<file path="src/rtl/irq_pkg.sv">
// Shared interrupt-cause definitions: cause word layout and arbiter state encoding.
// Cause-consuming blocks import the same constants.
package irq_pkg;

  localparam int IRQ_IDX_W    = 5;
  localparam int IRQ_CAUSE_W  = 6;
  localparam int IRQ_FLAG_BIT = 5;

  typedef enum logic [1:0] {
    IRQ_IDLE    = 2'd0,
    IRQ_PRESENT = 2'd1,
    IRQ_HOLDOFF = 2'd2
  } irq_state_e;

  // Builds {flag, idx} so every producer lays the cause word out identically.
  function automatic logic [IRQ_CAUSE_W-1:0] irq_mk_cause(input logic [IRQ_IDX_W-1:0] idx);
    logic [IRQ_CAUSE_W-1:0] c;
    c = '0;
    c[IRQ_FLAG_BIT] = 1'b1;
    c[IRQ_IDX_W-1:0] = idx;
    return c;
  endfunction

endpackage

</file>
<file path="src/rtl/irq_prio_enc.sv">
// Combinational lowest-index-first priority encoder: N_SRC requests -> {any, idx}.
module irq_prio_enc #(
  parameter int N_SRC = 8,
  parameter int IDX_W = 5
) (
  input  logic [N_SRC-1:0] req,
  output logic             any,
  output logic [IDX_W-1:0] idx
);

  // Scan high to low so the lowest set bit is the last (winning) assignment.
  always_comb begin
    any = 1'b0;
    idx = '0;
    for (int i = N_SRC - 1; i >= 0; i--) begin
      if (req[i]) begin
        any = 1'b1;
        idx = IDX_W'(i);
      end
    end
  end

endmodule

</file>
<file path="src/rtl/irq_cause_arbiter.sv">
// Edge-triggered interrupt collector with enable mask; presents the lowest enabled
// pending source as a held cause word until acknowledged.
module irq_cause_arbiter
  import irq_pkg::*;
#(
  parameter int N_SRC = 8,
  parameter int IDX_W = IRQ_IDX_W
) (
  input  logic                   clk,
  input  logic                   reset,
  input  logic [N_SRC-1:0]       io_src,
  input  logic                   io_mask_wen,
  input  logic [N_SRC-1:0]       io_mask_wdata,
  output logic [N_SRC-1:0]       io_mask,
  output logic [N_SRC-1:0]       io_pending,
  output logic                   io_irq,
  output logic [IRQ_CAUSE_W-1:0] io_irq_cause,
  input  logic                   io_ack
);

  logic [N_SRC-1:0] src_prev, pending, mask;
  logic [N_SRC-1:0] rise, clr, arb_req;
  logic [IDX_W-1:0] cause_idx, enc_idx;
  logic             enc_any, capture, retire;
  irq_state_e       state, state_nxt;

  assign rise    = io_src & ~src_prev;
  assign arb_req = pending & mask;
  assign clr     = retire ? (N_SRC'(1) << cause_idx) : '0;

  irq_prio_enc #(.N_SRC(N_SRC), .IDX_W(IDX_W)) u_enc (
    .req (arb_req),
    .any (enc_any),
    .idx (enc_idx)
  );

  always_ff @(posedge clk) begin
    if (reset) state <= IRQ_IDLE;
    else       state <= state_nxt;
  end

  always_comb begin
    state_nxt = state;
    capture   = 1'b0;
    retire    = 1'b0;
    case (state)
      IRQ_IDLE: begin
        if (enc_any) begin
          capture   = 1'b1;
          state_nxt = IRQ_PRESENT;
        end
      end
      IRQ_PRESENT: begin
        if (io_ack) begin
          retire    = 1'b1;
          state_nxt = IRQ_HOLDOFF;
        end
      end
      // One dead cycle so the retired pending bit is gone before re-arbitration.
      IRQ_HOLDOFF: state_nxt = IRQ_IDLE;
      default:     state_nxt = IRQ_IDLE;
    endcase
  end

  // Set wins over clear: a source re-rising in its own ack cycle stays pending.
  always_ff @(posedge clk) begin
    if (reset) begin
      src_prev  <= '0;
      pending   <= '0;
      mask      <= '0;
      cause_idx <= '0;
    end else begin
      src_prev <= io_src;
      pending  <= (pending & ~clr) | rise;
      if (io_mask_wen) mask      <= io_mask_wdata;
      if (capture)     cause_idx <= enc_idx;
    end
  end

  assign io_mask      = mask;
  assign io_pending   = pending;
  assign io_irq       = (state == IRQ_PRESENT);
  assign io_irq_cause = io_irq ? irq_mk_cause(cause_idx) : '0;

endmodule

</file>
<file path="config.mk">
export PLATFORM = sky130hd
export DESIGN_NAME = irq_cause_arbiter
export DESIGN_NICKNAME = d
export VERILOG_FILES = /design/src/rtl/irq_pkg.sv /design/src/rtl/irq_prio_enc.sv /design/src/rtl/irq_cause_arbiter.sv
export SDC_FILE = /design/constraint.sdc
export NUM_CORES = 1
export LEC_CHECK = 0
export ABC_AREA = 1
export CAP_MARGIN = 40
export CORE_UTILIZATION = 35
export CTS_CLUSTER_DIAMETER = 150
export DETAILED_ROUTE_END_ITERATION = 12
export HOLD_SLACK_MARGIN = 0.1
export PLACE_DENSITY = 0.61
export SKIP_CTS_REPAIR_TIMING = 1
export SYNTH_ARGS = -nofsm -noshare
export SYNTH_HDL_FRONTEND = slang
export SYNTH_SLANG_ARGS = --single-unit
</file>
<file path="constraint.sdc">
create_clock -name clk -period 1.09 [get_ports clk]
set_input_delay 0.109 -clock clk [delete_from_list [all_inputs] [get_ports clk]]
set_output_delay 0.109 -clock clk [all_outputs]
set_load 0.05 [all_outputs]
</file>
==> flow_metrics.tcl <==
set metrics [dict create \
    status "finished with violations" \
    violations "setup timing" \
    rr_endpoint "cause_idx[0]" \
    r2r_start "io_pending[2]" \
    routed_wl_um 3040 \
    place_area_um2 1970 \
    drive_gt1_share_pct 41.6 \
    grt_remaining_overflow 0 \
    async_flop_share_pct 0 \
    whs_path_depth 3 \
    hp-start "io_src[0]" \
    antenna_found_initial 0 \
    synth_area_um2 1170 \
    portBuffers 40 \
    firstDrtPassIters 4 \
    worstPathRequired_ns 0.98 \
    path_max_fanout 3 \
    critPathLaunchType "flop" \
    post-route-min-period_ns 1.27 \
    drc 0 \
    grt_pass1_wl_um 4650 \
    maxCapViolCount 0 \
    syn2layout_area_growth_pct 77.5 \
    r2r_setup_slack_ns -0.02 \
    worstHoldPathType "in -> reg" \
    cts_root_buf "clkbuf_4" \
    num_io_pins 43 \
    dp_hpwl_um 2350 \
    syn_inst 149 \
    core_um2 3100 \
    cts_tree "built" \
    rsz0062_at_grt "true" \
    ys_dominant_reg_cell "dfxtp_1" \
    final_cell_area_um2 2080 \
    fp.dieH_um 59.8 \
    fin_skew_ns 0.0144 \
    nets 221 \
    p_leak_nw 0.913 \
    finalMaxSlewViolations 0 \
    arrival_ns 1.17 \
    routedWlPerCell_um 12.4 \
    gr-usage-all-layers_pct 18.2 \
    yosysWarnings 0 \
    synth.yosys.seq_area_share_pct 49.6 \
    timing.final.hold_violations 0 \
    start_util_pct 37.7 \
    ff2ff_path_depth 6 \
    synth_edf_count 0 \
    drt_iter0_markers 23 \
    syn_area_per_cell_um2 7.85 \
    dieWidth_um 59.8 \
    path_class "reg -> out" \
    ant_nets 0 \
    ir_worst_vdd_mv 0.789 \
    ys_types 20 \
    period_share_pct 117 \
    cts_buffer_depth 2 \
    die_area_um2 3580 \
    powerDensity_nw_per_um2 1400 \
    ys_ff_latch 29 \
    cts_buffers 5 \
    avgViaCountPerCell 4.56 \
    fmax_mhz 784 \
    vias 1121 \
    cp-end-kind "output port" \
    most-common-layout-cells "nand2_1, buf_12, nor2_1, clkdlybuf4s50_1, dfxtp_4" \
    n_antenna_cell 0 \
    place.gp.congestion 0.796 \
    cts.sinks 29 \
    grt_max_degree 18 \
    setup_viol 7 \
    fp-row-count 20 \
    path_clk_slew_ns 0.10 \
    grt_pass1_vias 1090 \
    final_util_pct 66.9 \
    hold_path_end "src_prev[0]" \
    htreeDepth 2 \
    clk_latency_ns 0.33 \
    final.setup.worst_slack_ns -0.185 \
]
==> power breakdown <==
group	internal (W)	total [W]	switching, W
clock	0.000245	0.000614	0.000369
combinational	0.000485	0.00103	0.000546
sequential	0.00115	0.00127	0.000111
==> cell type report <==
cell class,count,area (um2)
Sequential cell,29,642
Clock buffer,6,41.3
Multi-Input combinational cell,97,553
Timing Repair Buffer,49,701
Tap cell,44,55.1
Fill cell,273,1030
Inverter,19,75.1
Clock inverter,2,10.0
==> synth_stat cells (2+ instances only) <==
| master | number | area, um2 |
|---|---|---|
| dfxtp_1 | 29 | 581 |
| nand2_1 | 24 | 90.1 |
| nor2_1 | 22 | 82.6 |
| inv_1 | 17 | 63.8 |
| o21ai_0 | 16 | 80.1 |
| nand3_1 | 9 | 45.0 |
| o22ai_1 | 8 | 50.1 |
| nand2_2 | 7 | 43.8 |
| buf_4 | 3 | 22.5 |
| a21oi_1 | 2 | 10.0 |
| a21oi_2 | 2 | 17.5 |
| inv_2 | 2 | 7.51 |
==> cell families after synthesis <==
logic type	synth area share, %
buf+inv	8.77
simple gates	25.2
other cells	0.321
flops	49.6
compound gates	16.0
==> metal layers <==
metal | up-vias | track usage, % | wire length (um)
met2 | 22 | 30.3 | 1580
met4 | 0 | 11.6 | 27
li1 | 591 | - | -
met5 | - | 0 | 0
met3 | 4 | 5.19 | 119
met1 | 504 | 20.2 | 1320
==> stage by stage <==
step | worst slack (ns) | total power [W] | setup TNS, ns | cells | hold slack, ns
final | -0.185 | 0.00291 | -0.774 | 246 | 0.321
after global routing | -0.249 | 0.00305 | -1.23 | 246 | 0.332
after CTS | -0.291 | 0.00288 | -1.23 | 245 | 0.316
after detailed placement | -0.201 | 0.00227 | -1.39 | 237 | 0.404
after global placement | -0.149 | 0.00225 | -0.995 | 237 | 0.402
after floorplan | 0.00292 | 0.00179 | 0 | 150 | 0.187
==> how the worst max path moves through the flow <==
stage	slack [ns]	from	cells after the start	to
final	-0.18	state[1]	5	io_irq_cause[1]
after global routing	-0.25	state[1]	5	io_irq_cause[0]
after CTS	-0.29	cause_idx[1]	3	io_irq_cause[1]
after detailed placement	-0.20	io_ack	6	io_pending[4]
after global placement	-0.15	io_ack	6	io_pending[4]
after floorplan	0.003	io_pending[5]	6	cause_idx[1]
==> worst max-delay path: stages, from the launching register on <==
cell and delay, ns:
dfxtp_2 0.33, inv_2 0.06, nand2_4 0.06, buf_6 0.13, nor2_4 0.12, buf_12 0.14
==> sequential cells by signal, summed over array words and instances (netlist names) <==
signal,flops
cause_idx,3
io_mask,8
io_pending,8
src_prev,8
state,2
(Power assumes the default switching activity.)
